**src/rtl/defs.sv**
```systemverilog
// Shared stream and word constants for the operand feed and the result drain.
//   C_WIDTH          : bits per operand word
//   C_WORDS_PER_BEAT : operand words carried by one stream beat
//   C_STREAM_WIDTH   : stream bus width (word j at bits [C_WIDTH*(j+1)-1 : C_WIDTH*j])
package defs;

  localparam int C_WIDTH          = 16;
  localparam int C_WORDS_PER_BEAT = 2;
  localparam int C_STREAM_WIDTH   = C_WIDTH * C_WORDS_PER_BEAT;

endpackage : defs

```
**src/rtl/feed_skew_line.sv**
```systemverilog
// skew_line: fixed-depth delay line carrying a data word and its valid bit.
// Data is forced to zero wherever valid is low, so the array edge only ever
// sees zeros on idle lanes. DEPTH = 0 degenerates to a pure wire.
//
// Ports:
//   clk       : clock, rising edge
//   rst       : asynchronous active-low reset, clears every stage
//   data_in   : word entering the line
//   valid_in  : qualifies data_in
//   data_out  : word leaving the line after DEPTH cycles (0 when invalid)
//   valid_out : valid leaving the line after DEPTH cycles
module skew_line #(
  parameter int WIDTH = 16,
  parameter int DEPTH = 1
) (
  input  logic             clk,
  input  logic             rst,
  input  logic [WIDTH-1:0] data_in,
  input  logic             valid_in,
  output logic [WIDTH-1:0] data_out,
  output logic             valid_out
);

  if (DEPTH == 0) begin : g_wire

    assign data_out  = valid_in ? data_in : '0;
    assign valid_out = valid_in;

  end else begin : g_regs

    logic [WIDTH-1:0] data_q  [DEPTH];
    logic             valid_q [DEPTH];

    // NOTE: every stage is reset, not only the valid bits: a reset taken
    // mid-skew must leave zeros on the data path immediately, and the stages
    // are few enough that clearing them all costs nothing worth saving.
    always_ff @(posedge clk or negedge rst) begin
      if (!rst) begin
        for (int i = 0; i < DEPTH; i++) begin
          data_q[i]  <= '0;
          valid_q[i] <= 1'b0;
        end
      end else begin
        // Masking at entry keeps every downstream stage zero when invalid.
        data_q[0]  <= valid_in ? data_in : '0;
        valid_q[0] <= valid_in;
        for (int i = 1; i < DEPTH; i++) begin
          data_q[i]  <= data_q[i-1];
          valid_q[i] <= valid_q[i-1];
        end
      end
    end

    assign data_out  = data_q[DEPTH-1];
    assign valid_out = valid_q[DEPTH-1];

  end

endmodule : skew_line

```
**src/rtl/feed.sv**
```systemverilog
// feed: unpacks the packed operand stream into N-word rows and issues them to
// the systolic array edge at most once every II cycles, as a skewed wavefront
// (lane k trails lane 0 by k cycles). One row-hold register decouples stream
// arrival from issue pacing; ready_in back-pressures the source.
//
// Ports:
//   clk       : clock, rising edge
//   rst       : asynchronous active-low reset
//   data_in   : stream beat, C_WORDS_PER_BEAT words of C_WIDTH bits
//   valid_in  : beat valid
//   ready_in  : feed accepts a beat this cycle (depends on state only)
//   data_out  : per-lane skewed words, zero when the lane is invalid
//   valid_out : per-lane valid
module feed
  import defs::*;
#(
  parameter int N  = 2,
  parameter int II = 2
) (
  input  logic                      clk,
  input  logic                      rst,
  input  logic [C_STREAM_WIDTH-1:0] data_in,
  input  logic                      valid_in,
  output logic                      ready_in,
  output logic [C_WIDTH-1:0]        data_out  [N],
  output logic                      valid_out [N]
);

  localparam int W  = C_WORDS_PER_BEAT;
  localparam int P  = N / W;                       // beats per row
  localparam int BW = (P > 1) ? $clog2(P) : 1;
  localparam int IW = (II > 1) ? $clog2(II) : 1;

  if ((N % W) != 0 || N < W) begin : g_bad_n
    $error("feed: N must be a non-zero multiple of C_WORDS_PER_BEAT");
  end
  if (II < 1) begin : g_bad_ii
    $error("feed: II must be at least 1");
  end

  logic [C_WIDTH-1:0] asm_q    [N];   // row under assembly
  logic [C_WIDTH-1:0] hold_q   [N];   // completed row waiting for issue
  logic [C_WIDTH-1:0] next_row [N];   // row as it lands in hold_q
  logic [BW-1:0]      bcnt_q;
  logic               hold_full_q;
  logic [IW-1:0]      ii_cnt_q;

  logic accept;
  logic last_beat;
  logic row_done;
  logic issue;

  assign last_beat = (bcnt_q == BW'(P - 1));
  assign issue     = hold_full_q && (ii_cnt_q == '0);
  // Only a full hold register with the final beat pending and no issue this
  // cycle can block the source; valid_in never feeds back into ready_in.
  assign ready_in  = !(last_beat && hold_full_q && !issue);
  assign accept    = valid_in && ready_in;
  assign row_done  = accept && last_beat;

  // Word i belongs to beat i/W; the last beat's words go straight from the
  // bus into the hold register without passing through the assembly row.
  for (genvar i = 0; i < N; i++) begin : g_row
    if (i / W == P - 1) begin : g_from_bus
      assign next_row[i] = data_in[(i % W)*C_WIDTH +: C_WIDTH];
    end else begin : g_from_asm
      assign next_row[i] = asm_q[i];
    end

    // Pure data storage: bcnt and hold_full decide when it is meaningful,
    // so a reset that discards a partial row needs no clear here.
    always_ff @(posedge clk) begin
      if (accept && bcnt_q == BW'(i / W)) begin
        asm_q[i] <= data_in[(i % W)*C_WIDTH +: C_WIDTH];
      end
    end
  end

  always_ff @(posedge clk) begin
    if (row_done) begin
      hold_q <= next_row;
    end
  end

  // NOTE: state registers use non-blocking assignments so every register
  // samples the pre-edge values of the others, independent of block order.
  always_ff @(posedge clk or negedge rst) begin
    if (!rst) begin
      bcnt_q      <= '0;
      hold_full_q <= 1'b0;
      ii_cnt_q    <= '0;
    end else begin
      if (accept) begin
        bcnt_q <= last_beat ? '0 : bcnt_q + 1'b1;
      end

      // A row completing on the issue edge refills the hold register.
      if (row_done) begin
        hold_full_q <= 1'b1;
      end else if (issue) begin
        hold_full_q <= 1'b0;
      end

      // Pacer: load II-1 on issue, count down and park at zero.
      if (issue) begin
        ii_cnt_q <= IW'(II - 1);
      end else if (ii_cnt_q != '0) begin
        ii_cnt_q <= ii_cnt_q - 1'b1;
      end
    end
  end

  // Lane k sees the issued word after k+1 cycles: one cycle of issue
  // registration plus k cycles of diagonal skew.
  for (genvar k = 0; k < N; k++) begin : g_lane
    skew_line #(
      .WIDTH (C_WIDTH),
      .DEPTH (k + 1)
    ) u_skew (
      .clk       (clk),
      .rst       (rst),
      .data_in   (hold_q[k]),
      .valid_in  (issue),
      .data_out  (data_out[k]),
      .valid_out (valid_out[k])
    );
  end

endmodule : feed

```
**config.mk**
```make
export PLATFORM = sky130hd
export DESIGN_NAME = feed
export DESIGN_NICKNAME = d
export VERILOG_FILES = /design/src/rtl/defs.sv /design/src/rtl/feed_skew_line.sv /design/src/rtl/feed.sv
export SDC_FILE = /design/constraint.sdc
export NUM_CORES = 1
export LEC_CHECK = 0
export BUFFER_PORTS_ARGS = -buffer_cell sky130_fd_sc_hd__buf_2
export CORE_MARGIN = 2
export CORE_UTILIZATION = 43
export DETAILED_ROUTE_END_ITERATION = 16
export PLACE_DENSITY = 0.67
export SLEW_MARGIN = 30
export SYNTH_ARGS = -nofsm -noshare
export SYNTH_HDL_FRONTEND = slang
export SYNTH_SLANG_ARGS = --single-unit
```
**constraint.sdc**
```tcl
create_clock -name clk -period 7.21 [get_ports clk]
set_input_delay 0.721 -clock clk [delete_from_list [all_inputs] [get_ports clk]]
set_output_delay 0.721 -clock clk [all_outputs]
set_load 0.03 [all_outputs]
```
Word level (Yosys, flattened, before mapping):

Index checks and enable logic that the tools add are counted.

* bits in read-only memories: 0
* word-level logic and storage cells: 29
* memories: 0
* output and inout port bits: 35
* RAM bits: 0
* register bits after elaboration: 85
* input port bits: 35
* latch bits: 0

* reduce and logical (&&, ||, !) cells: 8
* magnitude comparators: 0
* muxes and demuxes: 7
* equality and inequality tests: 0
* $mul: 0
* bitwise logic cells: 2
* divide/modulo/power cells: 0
* add/sub/neg operators: 2
* shift-type cells: 0

Operators with widths (number)
* 2-to-1 mux 16 bit: 2
* logical AND 1 bit: 5
* 2-to-1 mux 1 bit: 5
* logical NOT 1 bit: 2
* NOT 1 bit: 2
* nonzero test 2 bit: 1
* adder 1 bit, second input constant: 1
* subtractor 1 bit, second input constant: 1

Depth between registers and ports, before layout:

Gate-level depths: netlist of run 1.

* depth after elaboration: 8
* gate-level depth with buffers: 2
* gate-level depth less buffers: 1

Hierarchy:

A second synthesis of run 1 with hierarchy kept.

* cell total of the unflattened synthesis: 139
* area total of the unflattened synthesis: 2686.3 µm²

Modules (own cells, without submodules)
* skew_line (g_lane[1].u_skew): cells an instance 67, area each 1097.3 µm², instances 1, seq. area each 850.8 µm²
* feed: cells an instance 38, area each 1037.2 µm², instances 1, seq. area each 1011.0 µm²
* skew_line (g_lane[0].u_skew): cells an instance 34, area each 551.8 µm², instances 1, seq. area each 425.4 µm²

Worst setup path before layout of run 1:

No wires, ideal clock.

* path type: input to register
* start: in valid_in
* end: reg hold_q[0] (netlist bit) (enable)
* slack: 3.639 ns
* path buffers: 0
* cell stages on the path: 1
* arrival time: 3.101 ns
* data required time: 6.739 ns
* setup time: 0.471 ns
* path through: a21boi_0

* word-level cells in the longest chain between the ends: 2

Ends and longest elaborated chain
* start: declaration: line feed.sv:23 `input logic valid_in,`
* logical AND 1 bit: line feed.sv:58 `assign accept = valid_in && ready_in;`
* logical AND 1 bit
* end signal: assignment: line feed.sv:81 `hold_q <= next_row;`
* end: declaration: line feed.sv:42 `logic [C_WIDTH-1:0] hold_q [N];`

Every way passes these cells.
A chain may end at the register's enable or synchronous reset.

Worst setup path after layout of run 1:

* start: reg hold_full_q
* end: out ready_in

* word-level cells in the longest chain between the ends: 4
* elaborated cells between the ends (all ways): 5
* classes of those cells: 5 x reduce/logical

Ends and longest elaborated chain
* start: declaration: line feed.sv:45 `logic hold_full_q;`
* start signal: assignment: line feed.sv:90 `hold_full_q <= 1'b0;`
* start signal: assignment: line feed.sv:99 `hold_full_q <= 1'b1;`
* start signal: assignment: line feed.sv:101 `hold_full_q <= 1'b0;`
* logical AND 1 bit: line feed.sv:54 `assign issue = hold_full_q && (ii_cnt_q == '0);`
* logical NOT 1 bit: line feed.sv:57 `assign ready_in = !(last_beat && hold_full_q && !issue);`
* logical AND 1 bit (*): line feed.sv:57
* logical NOT 1 bit (*): line feed.sv:57
* end: declaration: line feed.sv:24 `output logic ready_in,`

Every way passes the cells marked *; elsewhere a longest branch is shown, timed or not.

==> results of run 1 <==
## layer usage
| metal | vias up | part of all wire, % |
|---|---|---|
| li1 | 591 | - |
| met2 | 50 | 48 |
| met3 | 8 | 9.1 |
| met4 | 0 | 1.6 |
| met5 | - | 0 |
| met1 | 573 | 41 |
## worst min-delay path by stage
stage / from / endpoint
floorplan: g_lane[1].u_skew.g_regs.data_q[16] / g_lane[1].u_skew.data_out[0]
global placement: g_lane[1].u_skew.g_regs.data_q[31] / g_lane[1].u_skew.data_out[15]
detailed placement: g_lane[1].u_skew.g_regs.data_q[19] / g_lane[1].u_skew.data_out[3]
CTS: g_lane[1].u_skew.g_regs.data_q[19] / g_lane[1].u_skew.data_out[3]
global route: g_lane[1].u_skew.g_regs.data_q[28] / g_lane[1].u_skew.data_out[12]
finish: g_lane[1].u_skew.g_regs.data_q[18] / g_lane[1].u_skew.data_out[2]
## flip-flops by register name (all words and copies together), names as in the netlist
signal	cells
g_lane.u_skew.data_out	32
hold_q	32
g_lane.u_skew.g_regs.data_q	16
g_lane.u_skew.valid_out	1
hold_full_q	1
ii_cnt_q	1
## final cells by class
cell class | instances | share of cell area (%)
clock buffers | 10 | 4.00
flip-flops and latches | 83 | 70.1
clock inverters | 6 | 1.02
well taps | 77 | 3.02
multi-input cells | 36 | 10.1
repair buffers | 70 | 11.8
## power by group
part	switching (mW)	internal [mW]
Sequential	0.0255	0.544
Clock	0.148	0.121
Combinational	0.0821	0.0469
## worst register-to-register path: cells and delay by family (launching register included)
family / cells / cell delay [ns]
AO/OA/AOI/OAI: 1 / 0.56
buffers and inverters: 1 / 0.22
flip-flops: 1 / 0.73
## cell families after synthesis
family / synth area share [%]
compound gates: 0.550
simple gates: 10.8
buf+inv: 6.73
flops: 81.9
## layout by cell type (no fill, tap or decap), drive strengths merged
master / instances
edfxtp: 32
clkbuf: 10
a21boi: 1
nand2: 1
dfrtp: 51
nor2b: 1
buf: 70
a21o: 1
and3b: 32
clkinvlp: 2
clkinv: 4
## stage by stage
step	area, sq um	util (%)	setup slack (ns)	cells
3_5_place_dp	3000	48.1	5.11	265
2_1_floorplan	2730	-	3.64	143
4_1_cts	3160	50.7	4.81	281
5_1_grt	3190	51.1	4.80	282
6_report	3190	51.1	4.92	282
3_3_place_gp	3000	48.1	5.21	265
==> run_results.csv, run 1 <==
group,metric,value,unit
sta,maxSlewViolCount,0,
global_route,grt.met2_usage,17.2,%
worst_setup_path,cp_cell_sequence,"nand2_1, buf_2",
yosys,async_reset_ff_share,61.4,%
global_route,grt_pass1_wl,6030,microns
sta,tightest_slew,0.907,ns
worst_setup_path,arrival,1.57,ns
sta,hold_violations,0,
worst_setup_path,path_delay_family,"flip-flops",
cts,cts_resized,0,
routing,routed_wirelength,3710,microns
global_route,grt_pass1_vias,1238,
yosys,synth_seq_cells,83,
routing,drt_iter0_markers,40,
final_layout,syn2layout_area_growth,16.9,%
pwr,p_leak,1.59,nW
yosys,syn_nets,178,
final_layout,diodes,0,
yosys,yosys_warnings,0,
worst_setup_path,r2r_cells,2,
yosys,post-synth-top-count-cell,"dfrtp_1",
min_path,hp-class,"reg -> reg",
cts,ctsHtreeMaxLevel,3,
global_route,met1_usage,14.4,%
die,core-area,6240,sq um
yosys,yosysTopAreaCellShare,46.7,%
routing,dr.pass1.iters,3,
worst_setup_path,worst-setup-path-type,"reg -> out",
cts,cts-buffers-inserted,9,
die,die_x,83.7,microns
global_route,top_usage_layer,"met2",
yosys,synthCells,143,
global_route,grt_max_degree,52,
worst_setup_path,path_buf_inv,1,
yosys,yosys.cell_types.count,12,
worst_setup_path,reg2reg_to,"hold_q[8]",
yosys,synth_edf_count,32,
worst_setup_path,cp_num_cells,2,
worst_setup_path,cp.required,6.49,ns
worst_setup_path,cp-startpoint,"hold_full_q",
global_route,grt_overflow,0,
sta,fmax,436,MHz
global_route,globalRouteMet3Util,5.24,%
worst_setup_path,r2r_slack,5.40,ns
global_route,antenna_found_initial,0,
cts,clk_latency,0.34,ns
routing,num_vias,1222,
worst_setup_path,end_kind,"output port",
worst_setup_path,crit_end,"ready_in",
cts,cts_hold_buf,0,
die,io_pins,70,
pwr,p_per_area,303,nW/um^2
worst_setup_path,cp_slowest_stage_delay,0.94,ns
cts,clock_sinks,83,
cts,post_cts_buffers,0,
worst_setup_path,path_max_fanout,36,
place,place.gp.congestion,0.676,
pwr,ir_drop,0.000148,V
die,initial_core_util,43.8,%
yosys,avgSynthCellArea,19.1,sq um
yosys,synth_commonest_cells,"dfrtp_1 (51), edfxtp_1 (32), and3b_1 (28)",
routing,drtAntennaViolNets,0,
pwr,fin_total_pwr,0.968,mW
outcome,status,"complete, no violations",
cts,cts.reportedPaths.clkPinSlew,0.07,ns
global_route,grtUsageTotal,11.7,%
yosys,synth_flop_cell,"dfrtp_1",
final_layout,fillCellCount,517,
worst_setup_path,cp-start-kind,"flop",
final_layout,drive_gt1_share,43.4,%
cts,cts-root-buf,"clkbuf_8",
final_layout,multi_input_area,322,sq um
sta,min_period,2.29,ns
worst_setup_path,slowest_stage,"dfrtp_1",
yosys,synthTopCellsByArea,"dfrtp_1 (47%), edfxtp_1 (35%), and3b_1 (9.0%), buf_4 (4.9%), and3b_2 (1.5%)",
routing,avgViaCountPerCell,4.33,
sta,finClkSkew,0.00794,ns
yosys,synth.cell_area,2730,sq um
die,die_area,7010,sq um
final_layout,regArea,2240,sq um
worst_setup_path,r2r-start,"hold_full_q",
cts,cts_tree,"done",
yosys,synth_area_leader_cell,"dfrtp_1",
routing,routedWlPerCell,13.1,microns
sta,tns,0,ns
flow_run,cap_violations,0,
yosys,synth-seq-area-share,81.9,%
cts,ctsLongestPathBuffers,2,
sta,setup_viol,0,
routing,drc,0,
sta,fin_crit_sh,31.8,%
die,die_y,83.7,microns
min_path,hold_depth,0,
die,fp-row-count,29,
place,io_buffers,69,
sta,finalHoldWorstSlack,0.350,ns
sta,slew_headroom,39.5,%
sta,rsz0062_at_grt,"false",
final_layout,fin_nets,235,
Note: power is estimated with default switching activity, not from simulation.
==> inputs of run 2 (changes only) <==
--- a/config.mk
+++ b/config.mk
@@ -5,6 +5,7 @@
 export SDC_FILE = /design/constraint.sdc
 export NUM_CORES = 1
 export LEC_CHECK = 0
+export ABC_AREA = 1
 export BUFFER_PORTS_ARGS = -buffer_cell sky130_fd_sc_hd__buf_2
 export CORE_MARGIN = 2
 export CORE_UTILIZATION = 43
==> constraint.sdc (replaced) <==
create_clock -name clk -period 2.15 [get_ports clk]
set_input_delay 0.215 -clock clk [delete_from_list [all_inputs] [get_ports clk]]
set_output_delay 0.215 -clock clk [all_outputs]
set_load 0.03 [all_outputs]
==> run 2 against run 1 <==
Net effect:
- clock-buffer cell count is 3 higher
- global-route usage decreased by 0.31 points
- cell count increased by 13%
- critical path type is now reg -> reg
- critical endpoint is now hold_q[17]
- largest power group unchanged
- highest routed layer unchanged
==> run_results.csv, run 2 <==
group,metric,value,unit
final_layout,most-common-layout-cells,"buf_2 (69), dfrtp_1 (51), inv_1 (35)",
pwr,p_per_area,1010,nW/um^2
final_layout,syn2layout_area_growth,18.1,%
yosys,async_reset_ff_share,61.4,%
cts,ctsLongestPathBuffers,2,
yosys,syn_nets,210,
cts,cts_resized,0,
cts,clock_sinks,83,
die,fp-row-count,29,
sta,tightest_slew,0.566,ns
routing,avgViaCountPerCell,3.99,
yosys,avgSynthCellArea,15.7,sq um
global_route,grt_pass1_wl,5760,microns
yosys,synth.cell_area,2750,sq um
pwr,fin_total_pwr,3.29,mW
sta,rsz0062_at_grt,"false",
cts,clk_latency,0.34,ns
sta,fmax,689,MHz
worst_setup_path,cp.required,2.20,ns
routing,num_vias,1274,
final_layout,regArea,2240,sq um
routing,routedWlPerCell,10.9,microns
final_layout,multi_input_area,228,sq um
cts,cts-root-buf,"clkbuf_8",
die,initial_core_util,43.9,%
yosys,yosys.cell_types.count,10,
sta,maxSlewViolCount,0,
yosys,synth-seq-area-share,81.2,%
place,io_buffers,69,
yosys,synth_area_leader_cell,"dfrtp_1",
sta,tns,0,ns
sta,finClkSkew,0.00567,ns
final_layout,fin_cells,319,
yosys,synth_seq_cells,83,
yosys,yosys_warnings,0,
yosys,synthCells,175,
routing,drt_iter0_markers,24,
global_route,grtUsageTotal,11.4,%
final_layout,fin_nets,272,
final_layout,design_area,3250,sq um
outcome,status,"complete, no violations",
worst_setup_path,end_kind,"flop",
final_layout,diodes,0,
worst_setup_path,cp_cell_sequence,"a21oi_4, buf_12",
yosys,synth_edf_count,32,
global_route,antenna_found_initial,0,
pwr,seq_power_share,57.1,%
pwr,switching_power,0.877,mW
cts,cts.reportedPaths.clkPinSlew,0.08,ns
place,place.gp.congestion,0.646,
pwr,swShare,26.7,%
routing,drc,0,
die,die_y,84.0,microns
sta,hold_violations,0,
routing,routed_wirelength,3460,microns
final_layout,mostFrequentLayoutCell,"buf_2",
global_route,grt_overflow,0,
sta,setup_viol,0,
pwr,p_int,2.41,mW
pwr,combinationalPowerShare,14.7,%
routing,drtAntennaViolNets,0,
die,die_x,84.0,microns
yosys,synth_flop_cell,"dfrtp_1",
cts,cts-buffers-inserted,9,
sta,fin_crit_sh,67.5,%
pwr,p_leak,1.65,nW
worst_setup_path,path_max_fanout,17,
place,dpl.hpwl,2370,microns
die,die_area,7060,sq um
yosys,yosysTopAreaCellShare,46.3,%
cts,ctsHtreeMaxLevel,3,
final_layout,drive_gt1_share,47.5,%
pwr,ir_drop,0.000396,V
die,io_pins,70,
worst_setup_path,cp-start-kind,"flop",
sta,min_period,1.45,ns
cts,cts_tree,"done",
routing,dr.pass1.iters,2,
sta,slew_headroom,62.3,%
worst_setup_path,arrival,1.50,ns
worst_setup_path,slowest_stage,"a21oi_4",
worst_setup_path,cp_slowest_stage_delay,0.50,ns
worst_setup_path,worst-setup-path-type,"reg -> reg",
min_path,hp-class,"in -> reg",
global_route,grt_max_degree,34,
global_route,grt_pass1_vias,1255,
yosys,synthTopCellsByArea,"dfrtp_1 (46%), edfxtp_1 (35%), nor2_2 (6.6%), buf_4 (4.9%), inv_1 (4.8%)",
yosys,post-synth-top-count-cell,"dfrtp_1",
cts,post_cts_buffers,0,
place,place_area,3080,sq um
flow_run,cap_violations,0,
yosys,synth_commonest_cells,"dfrtp_1 (51), inv_1 (35), edfxtp_1 (32)",
final_layout,fillCellCount,536,
die,core-area,6280,sq um
place,dp_cells,302,
pwr,p_clk_share,28.2,%
## run 2: critical path, delay by kind of cell, from the launching register on
family / cells / cell delay [ns]
AOI/OAI and AO/OA: 1 / 0.50
DFF: 1 / 0.44
buffers and inverters: 1 / 0.22
## run 2: timing repair
item	4_1_cts	5_1_grt
hold endpoints to repair	24	0
hold buffers	1	0
setup endpoints to repair	0	0
## run 2: routing by layer
layer  GRT usage (%)  part of all wire, %
met5               0                    0
met4            7.48                  2.9
met3            4.85                  7.2
met2            16.7                   49
met1            13.6                   41
## run 2: kinds of logic (layout without fill, tap and decap cells)
| family | after synthesis | count (layout) | synth area share [%] |
|---|---|---|---|
| AOI/OAI and AO/OA | 1 | 1 | 0.182 |
| and+or+nand+nor | 35 | 35 | 7.68 |
| DFF | 83 | 83 | 81.2 |
| buffers and inverters | 56 | 123 | 10.9 |
## run 2: through the flow
step / hold slack, ns / setup WS (ns) / util [%]
after floorplan: -0.0806 / 0.351 / -
after global placement: 0.238 / 0.697 / 49.0
after detailed placement: 0.241 / 0.691 / 49.0
after CTS: 0.0285 / 0.667 / 51.8
after global routing: 0.0236 / 0.617 / 51.8
final: 0.0477 / 0.699 / 51.8
## run 2: final cells by class
type | count | area share (%)
clock buffer | 13 | 4.58
clock inverter | 3 | 0.462
inverter | 35 | 4.04
multi-input combinational | 36 | 7.00
sequential | 83 | 68.8
tap | 77 | 2.96
timing repair buffer | 72 | 12.2
## run 2: path summary, 6_finish.rpt
check                      slack, ns  depth (start not counted)                             to                          startpoint
max                             0.70                          2                     hold_q[17]                            ii_cnt_q
min                             0.05                          1                      hold_q[1]                         data_in[17]
max reg2reg                     0.70                          2                     hold_q[17]                            ii_cnt_q
min reg2reg                     0.34                          0   g_lane[1].u_skew.data_out[9]  g_lane[1].u_skew.g_regs.data_q[25]
max in group asynchronous       1.21                          3  g_lane[0].u_skew.data_out[11]                                 rst
min in group asynchronous       0.40                          2   g_lane[1].u_skew.data_out[7]                                 rst
## run 2: power groups by stage
| stage | clock, mW | combinational, mW | sequential, mW |
|---|---|---|---|
| 4_1_cts | 0.964 | 0.494 | 1.88 |
| 2_1_floorplan | 0 | 0.321 | 1.98 |
| 5_1_grt | 1.05 | 0.528 | 1.89 |
| 3_5_place_dp | 0 | 0.493 | 1.91 |
| 6_report | 0.926 | 0.483 | 1.88 |
| 3_3_place_gp | 0 | 0.485 | 1.91 |
